## src/rtl/n_minmax_tracker.sv

```systemverilog
// Streaming unsigned min/max tracker: collects FRAME_LEN samples over valid/ready,
// then reports the first-occurrence extremes and their indices with a done pulse.
module n_minmax_tracker #(
  parameter int N         = 8,
  parameter int FRAME_LEN = 16,
  parameter int IDX_W     = 4
) (
  input  logic             clk,
  input  logic             rst,
  input  logic             start,
  input  logic             in_valid,
  input  logic [N-1:0]     in_data,
  output logic             in_ready,
  output logic             busy,
  output logic             done,
  output logic [N-1:0]     max_val,
  output logic [N-1:0]     min_val,
  output logic [IDX_W-1:0] max_idx,
  output logic [IDX_W-1:0] min_idx
);

  typedef enum logic [1:0] {S_IDLE, S_COLLECT, S_DONE} state_t;

  localparam logic [IDX_W-1:0] LAST = IDX_W'(FRAME_LEN - 1);

  state_t           state_q;
  logic [IDX_W-1:0] cnt_q;
  logic             in_ready_q, busy_q, done_q;
  logic [N-1:0]     max_q, min_q, max_d, min_d;
  logic [IDX_W-1:0] max_idx_q, min_idx_q, max_idx_d, min_idx_d;

  // Strict compares keep the first occurrence on ties; k=0 seeds both extremes.
  always_comb begin
    max_d     = max_q;
    min_d     = min_q;
    max_idx_d = max_idx_q;
    min_idx_d = min_idx_q;
    if (cnt_q == '0) begin
      max_d     = in_data;
      min_d     = in_data;
      max_idx_d = '0;
      min_idx_d = '0;
    end else begin
      if (in_data > max_q) begin
        max_d     = in_data;
        max_idx_d = cnt_q;
      end
      if (in_data < min_q) begin
        min_d     = in_data;
        min_idx_d = cnt_q;
      end
    end
  end

  always_ff @(posedge clk or posedge rst) begin
    if (rst) begin
      state_q    <= S_IDLE;
      cnt_q      <= '0;
      in_ready_q <= 1'b0;
      busy_q     <= 1'b0;
      done_q     <= 1'b0;
      max_q      <= '0;
      min_q      <= '0;
      max_idx_q  <= '0;
      min_idx_q  <= '0;
    end else begin
      case (state_q)
        S_IDLE: begin
          if (start) begin
            state_q    <= S_COLLECT;
            cnt_q      <= '0;
            in_ready_q <= 1'b1;
            busy_q     <= 1'b1;
          end
        end
        S_COLLECT: begin
          if (in_valid) begin
            max_q     <= max_d;
            min_q     <= min_d;
            max_idx_q <= max_idx_d;
            min_idx_q <= min_idx_d;
            if (cnt_q == LAST) begin
              state_q    <= S_DONE;
              cnt_q      <= '0;
              in_ready_q <= 1'b0;
              done_q     <= 1'b1;
            end else begin
              cnt_q <= cnt_q + 1'b1;
            end
          end
        end
        S_DONE: begin
          state_q <= S_IDLE;
          done_q  <= 1'b0;
          busy_q  <= 1'b0;
        end
        default: begin
          state_q    <= S_IDLE;
          cnt_q      <= '0;
          in_ready_q <= 1'b0;
          busy_q     <= 1'b0;
          done_q     <= 1'b0;
        end
      endcase
    end
  end

  assign in_ready = in_ready_q;
  assign busy     = busy_q;
  assign done     = done_q;
  assign max_val  = max_q;
  assign min_val  = min_q;
  assign max_idx  = max_idx_q;
  assign min_idx  = min_idx_q;

endmodule

```

## config.mk

```make
export PLATFORM = sky130hd
export DESIGN_NAME = n_minmax_tracker
export DESIGN_NICKNAME = d
export VERILOG_FILES = /design/src/rtl/n_minmax_tracker.sv
export SDC_FILE = /design/constraint.sdc
export NUM_CORES = 1
export LEC_CHECK = 0
export CAP_MARGIN = 30
export CELL_PAD_IN_SITES_DETAIL_PLACEMENT = 0
export CELL_PAD_IN_SITES_GLOBAL_PLACEMENT = 2
export CORE_MARGIN = 3
export CORE_UTILIZATION = 32
export CTS_BUF_LIST = sky130_fd_sc_hd__clkbuf_16
export DETAILED_ROUTE_END_ITERATION = 10
export GPL_TIMING_DRIVEN = 0
export MAX_ROUTING_LAYER = met4
export PLACE_DENSITY = 0.8
export SYNTH_ARGS = -nofsm -noshare
export SYNTH_HDL_FRONTEND = slang
export SYNTH_SLANG_ARGS = --single-unit
```

## constraint.sdc

```tcl
create_clock -name clk -period 2.8 [get_ports clk]
set_clock_uncertainty 0.2 [all_clocks]
set_input_delay 0.56 -clock clk [delete_from_list [all_inputs] [get_ports clk]]
set_output_delay 0.56 -clock clk [all_outputs]
set_load 0.01 [all_outputs]
```

# Word-level counts from Yosys, hierarchy flattened
# Cells that the tools add are included.
[word_totals]
register_bits = 33
out_inout_bits = 27
elab_cells = 56
[classes]
n_addsub = 1
order_cmp = 2
n_eq_ne = 6
n_mux = 24
bitwise = 3
n_reduce_logical = 11
[ops]
columns = ["operator", "n"]
rows = [
  ["8-bit two-way mux", 4],
  ["4-bit two-way mux", 7],
  ["3-bit AND reduction", 5],
  ["4-bit case mux with 3 select lines", 1],
  ["8-bit > comparator", 1],
  ["8-bit < comparator", 1],
  ["2-bit two-way mux", 3],
  ["2-bit != test, second input constant", 3],
  ["1-bit two-way mux", 5],
  ["4-bit by 1-bit adder with 4-bit output, second input constant", 1],
  ["4-bit equality test, second input constant", 1],
  ["4-bit logical NOT", 1],
  ["1-bit case mux with 2 select lines", 2],
  ["2-bit case mux with 2 select lines", 1],
  ["4-bit AND reduction", 1],
  ["2-bit nonzero test", 2],
  ["1-bit inverter", 3],
  ["1-bit case mux with 3 select lines", 1],
  ["2-bit by 1-bit equality test with 1-bit output, second input constant", 1],
  ["2-bit equality test, second input constant", 1],
  ["2-bit logical NOT", 1],
  ["2-bit AND reduction", 1],
]

# Logic depth before layout (Yosys ltp)
[depth]
ltp_word = 4
mapped_depth = 8

# Worst setup path before layout
# OpenSTA, ideal clock, no wires.
[synth_timing]
path_type = "input-to-reg"
from = "input port in_data[1]"
to = "register max_q[0] (netlist: max_val[0])"
setup_time_ps = 125
arrival_time_ps = 1976
t_required_ps = 2475
path_slack_ps = 499
stages = 7
cell_sequence = "ha_1 -> nor2b_1 -> o211ai_1 -> a21oi_1 -> o21ai_1 -> buf_2 -> mux2_2"
[synth_via]
elab_chain_cells = 3
[synth_lines]
columns = ["item", "line", "text"]
rows = [
  ["start, declared", "12", "input logic [N-1:0] in_data,"],
  ["8-bit > comparator", "44", "if (in_data > max_q) begin"],
  ["2-bit nonzero test (no source line)", "-", ""],
  ["3-bit AND reduction (no source line)", "-", ""],
  ["end signal, assigned", "78", "max_q <= max_d;"],
  ["end, declared", "29", "logic [N-1:0] max_q, min_q, max_d, min_d;"],
]
# Every way passes these cells.
# A chain may end at the register's enable or synchronous reset.

# Worst setup path in the final report
[layout_timing]
from = "input port in_data[5]"
to = "register min_q[4] (netlist: min_val[4])"
[layout_via]
elab_chain_cells = 3
[layout_lines]
columns = ["item", "line", "text"]
rows = [
  ["8-bit < comparator", "48", "if (in_data < min_q) begin"],
  ["2-bit nonzero test (no source line)", "-", ""],
  ["3-bit AND reduction (no source line)", "-", ""],
  ["end signal, assigned", "79", "min_q <= min_d;"],
  ["end, declared", "29", ""],
]
# Every way passes these cells.

==> flow_metrics.env <==
export IMPL_clock_sinks=33
export IMPL_pre_cts_ws_ps=-303.3
export IMPL_hold_viol=0
export IMPL_io_pins=39
export IMPL_insertion_delay_ps=270
export IMPL_first_global_vias=1365
export IMPL_crit_path_end_kind="flop"
export IMPL_outcome="finished, final reports clean"
export IMPL_layout_cells_non_filler=287
export IMPL_setup_ws_ps=124.0
export IMPL_chipWidth_um=81.69
export IMPL_syn_area_mm2=0.001833
export IMPL_path_cells="clkdlybuf4s50_1 > ha_1 > a211o_1 > o211ai_1 > o311a_2 > nor2b_1 > buf_6 > mux2_4"
export IMPL_crit_fanout=9
export IMPL_ant_nets=0
export IMPL_dieArea_mm2=0.006672
export IMPL_final_cell_area_mm2=0.002455
export IMPL_startpoint_type="primary input"
export IMPL_initial_utilization=0.3436
export IMPL_fin_crit_ps=2676
export IMPL_area_growth_pct=33.92
export IMPL_numCtsBuffers=5
export IMPL_grtUsageTotal=0.1399
export IMPL_slowest_delay_ps=500
export IMPL_maxSlewViolCount=0
export IMPL_p_per_area_mw_per_mm2=1236
export IMPL_crit_family="compound AO/OA/AOI/OAI gates"
export IMPL_nNetsFinal=247
export IMPL_grt_pass1_wl_um=6782
export IMPL_vdd_ir_drop_worst_mv=0.3930
export IMPL_dpl_cell_count=281
export IMPL_clockRootBuffer="clkbuf_16"
export IMPL_final_util=0.4601
export IMPL_seq_area_frac_synth=0.4505
export IMPL_wl_per_cell_um=14.36
export IMPL_worstPathRequired_ps=2760
export IMPL_syn_area_per_cell_um2=10.60
export IMPL_synth_seq_cells=33
export IMPL_fmax_mhz=373.7
export IMPL_n_antenna_cell=0
export IMPL_clockBufferDepth=2
export IMPL_p_leak_nw=1.143
export IMPL_arrival_ps=2630
export IMPL_finalSetupViolCount=0
export IMPL_holdWs_ps=302.5
export IMPL_grt_max_degree=20
export IMPL_overflow=0
export IMPL_hpwl_um=3183
export IMPL_rsz0062_at_grt="false"
export IMPL_drtPass1Iterations=4
export IMPL_drive_gt1_frac=0.1429
export IMPL_synth_nets=202
export IMPL_layout_common_cells="clkdlybuf4s50_1, dfrtp_1, inv_1"
export IMPL_dr_total_vias=1384
export IMPL_synthDistinctLibCells=34
export IMPL_route_detailed_drc=0
export IMPL_placementRows=26
export IMPL_setup_tns_ps=0
export IMPL_crit_type="in -> reg"
export IMPL_cap_violations=0
export IMPL_period_share=0.9557
export IMPL_initialDrtViolationCount=49
export IMPL_io_buffers=37
export IMPL_htree_levels=2
export IMPL_slew_headroom=0.5436
export IMPL_tightest_slew_ps=683.8
export IMPL_routed_wl_um=4122
export IMPL_postPlaceCellArea_mm2=0.002318
export IMPL_yosys_warnings=0
export IMPL_synth_cells=173
export IMPL_core_mm2=0.005335
export IMPL_cts_tree="done"
export IMPL_path_buf_inv=2
export IMPL_antenna_found_initial=0
export IMPL_min_path_type="reg -> reg"
export IMPL_post_drt_via_cell_ratio=4.822
export IMPL_final_common_cell="clkdlybuf4s50_1"
export IMPL_finalWeightedCongestion=0.7683
export IMPL_p_total_mw=3.034
export IMPL_clk_pin_slew_ps=50
export IMPL_die_h_um=81.69
export IMPL_slowest_stage="clkdlybuf4s50_1"
## cells by family (layout without fill, tap and decap cells)
family | Yosys count | in the layout | share of synthesized area
muxes | 17 | 17 | 0.1201
and+or+nand+nor | 43 | 43 | 0.1113
adders and majority gates | 17 | 17 | 0.1160
DFF | 33 | 33 | 0.4505
buffers and inverters | 26 | 70 | 0.06143
AOI/OAI and AO/OA | 37 | 37 | 0.1406
## area by class of cell
class,count,area [um^2]
Clock inverter,1,5.005
Sequential cell,33,825.8
Timing Repair Buffer,38,397.9
Tap cell,70,87.58
Fill cell,524,2880
Buffer,7,43.79
Inverter,19,71.32
Clock buffer,5,125.1
Multi-Input combinational cell,114,898.4
## where the power goes
| part | internal (mW) | leakage [nW] | switching, mW |
|---|---|---|---|
| Clock | 0.317 | 0.0655 | 0.183 |
| Sequential | 0.720 | 0.397 | 0.162 |
| Combinational | 0.904 | 0.680 | 0.748 |
| Total | 1.94 | 1.14 | 1.09 |
## flip-flops by register name (all words and copies together) (netlist names)
| signal | flops |
|---|---|
| max_val | 8 |
| min_val | 8 |
| cnt_q | 4 |
| max_idx | 4 |
| min_idx | 4 |
| state_q | 2 |
| busy | 1 |
| done | 1 |
| in_ready | 1 |
## layer usage
metal / part of all wire / routed length (um) / track usage
met1: 0.49 / 2007 / 0.1800
met2: 0.46 / 1912 / 0.2158
met3: 0.042 / 175 / 0.03947
met4: 0.0063 / 26 / 0.03987
met5: 0 / 0 / -
## synth_stat cells (all sizes together)
library cell / number / share of area
a2111oi: 1 / 0.0082
a211o: 1 / 0.0048
a211oi: 3 / 0.012
a21oi: 6 / 0.016
a22o: 3 / 0.014
a31oi: 1 / 0.0034
a32o: 2 / 0.011
a41o: 1 / 0.0055
and2: 1 / 0.0034
and3: 1 / 0.0034
buf: 5 / 0.018
clkbuf: 2 / 0.0041
dfrtp: 33 / 0.45
ha: 17 / 0.12
inv: 19 / 0.039
mux2: 16 / 0.11
mux2i: 1 / 0.0055
nand2: 12 / 0.025
nand2b: 2 / 0.0068
nand3: 4 / 0.011
nand3b: 1 / 0.0041
nand4: 4 / 0.014
nor2: 12 / 0.025
nor2b: 5 / 0.017
nor3: 1 / 0.0027
o211ai: 2 / 0.0082
o21a: 3 / 0.012
o21ai: 11 / 0.030
o311a: 1 / 0.0061
o31ai: 2 / 0.0082
## what timing repair did
item,CTS,global route
gates resized for setup,1,1
endpoints found under the setup margin,6,6
setup buffers,0,0
hold endpoints to repair,0,0
hold buffers,0,0
## worst register-to-register path, cell delays in order, from the launching register on
cell and delay, ps:
dfrtp_1 340, clkbuf_1 320, inv_1 80, ha_1 220
nand2_1 190, nand2_1 90, o21ai_2 210, buf_4 230
mux2_2 340
## path summary, 6_finish.rpt
check	start	slack [ps]	cells past startpoint	end
max	in_data[5]	120	8	min_val[4]
min	max_idx[1]	300	1	max_idx[1]
max reg2reg	cnt_q[0]	440	8	max_val[4]
min reg2reg	max_idx[1]	300	1	max_idx[1]
max in group asynchronous	rst	1380	3	done
min in group asynchronous	rst	490	2	min_val[2]
No activity file was read; power rests on OpenSTA's default activity.
==> patch, RTL diff (same flow settings) <==
`IDX_W`: 4 -> 6.
--- a/src/rtl/n_minmax_tracker.sv
+++ b/src/rtl/n_minmax_tracker.sv
@@ -5,3 +5,3 @@
   parameter int FRAME_LEN = 16,
-  parameter int IDX_W     = 4
+  parameter int IDX_W     = 6
 ) (
Interface: changed (resized max_idx and min_idx); port bits go from 39 to 43. The function was not compared with the original's and may differ.
==> patch against the original RTL <==
Worst setup slack improved by 0.011 ns. Wire length grew 18%. Sequential power grew 20%. Clock power grew 28%. Critical path type unchanged. Sequential share of layout area up 1.6 points. Critical path depth decreased by 1. Non-clock buffer count is 1 higher. Synthesized area up 13%. Power rose by 8.7%. Cell area up 13%. Synthesized cell count up 8.7%. Sequential cell count rose by 6. Maximum frequency increased by 0.42%. Largest power group unchanged.
==> patch: results (changes against the original RTL) <==
run status complete, no violations; HPWL after DPL 3618 um (+14%); synthesized area per cell 11.00 sq um (+3.8%); register area share after synthesis 47.19% (+2.1 points); per-cell routed wire length 15.54 um (+8.2%); share of layout cells above drive strength 1 11.30% (-3.0 points); postcts setup bufs 0 (unchanged); CP max FO 10 (+1); vias in the first global route 1533 (+12%); Post-Place Worst Slack -0.2225 ns (+0.08085 ns); DRT iter0 DRCs 68 (+39%); Syn Nets 217 (+7.4%); Worst VDD drop 0.0004964 V (+26%); Worst-Margin Slew 0.8304 ns (+0.1466 ns); Hold Startpoint min_idx[0]; largest cells by area after synthesis dfrtp_1, ha_1, a221o_1; vias per std cell 5.022 (+4.1%); Total Routing Usage GR 14.70% (+0.71 points); Post-DP Area 2587 sq um (+12%); IO buf count 42 (+14%); fill cell total of the finished layout 599 (+14%); routability cong. 0.8408 (+9.4%); CTS resizes 0 (-1); WHS Endpoint min_idx[0]; nets 267 (+8.1%); Pleak 1.246 nW (+9.0%)
==> patch: cell types whose count changed after synthesis, sizes merged, moves of 3 or more <==
cell     delta
nor2b       -3
a21oi       +4
mux2        -8
nor2        +4
dfrtp       +6
a221o       +8
nand2       -6
o2bb2ai     +8
xnor2       +3
a22o        +5
o21ai       -5
==> patch: through the flow <==
stage	utilization [%]	power [W]	hold WS [ns]
detailed placement	42.45	0.002669	0.2832
CTS	45.14	0.003323	0.2934
finish	45.46	0.003299	0.2868
floorplan	-	0.001970	0.2814
global placement	42.36	0.002652	0.2730
global route	45.46	0.003573	0.3278
==> patch: worst max-delay path by stage <==
stage                          start         end  slack (ns)  cells after the start
after global placement    in_data[1]  max_val[7]       -0.44                      7
after CTS                 in_data[1]  max_idx[4]        0.05                      7
after floorplan           in_data[1]  max_val[1]        0.53                      7
after detailed placement  in_data[1]  max_idx[5]       -0.22                      7
after global routing      in_data[7]  max_idx[1]        0.01                      7
final                     in_data[7]  max_val[2]        0.14                      7
==> patch: layout make-up <==
cell class,instances,share of cell area (%)
inverters,20,2.709
clock buffers,5,4.515
repair buffers,43,15.44
flip-flops and latches,39,35.21
multi-input cells,126,36.57
plain buffers,3,0.7675
clock inverters,3,1.400
well taps,75,3.386
==> patch: logic make-up (layout without fill, tap and decap cells) <==
family	Yosys count	in the layout	synth area share, %
AND/OR/NAND/NOR	41	41	9.498
adder cells (fa/ha/maj)	17	17	10.28
AO/OA/AOI/OAI	56	56	21.96
XOR/XNOR	4	4	1.694
multiplexers	8	8	4.719
flip-flops	39	39	47.19
buffers and inverters	23	74	4.658
==> patch: worst max-delay path, cell delays in order <==
cell and delay, ns:
clkdlybuf4s50_1 0.52, ha_1 0.38, a21oi_1 0.12, o21ai_0 0.19, o21a_1 0.29, buf_2 0.22, a221o_1 0.36
==> patch: power breakdown <==
part / internal (W) / switching, W
clock network: 0.000415 / 0.000224
logic: 0.000867 / 0.000738
registers: 0.000828 / 0.000227
==> patch: routing by layer <==
metal	part of all wire [%]	global-route usage, %
met2	42	20.10
met1	53	21.59
met5	0	-
met3	3.1	3.042
met4	1.7	4.674
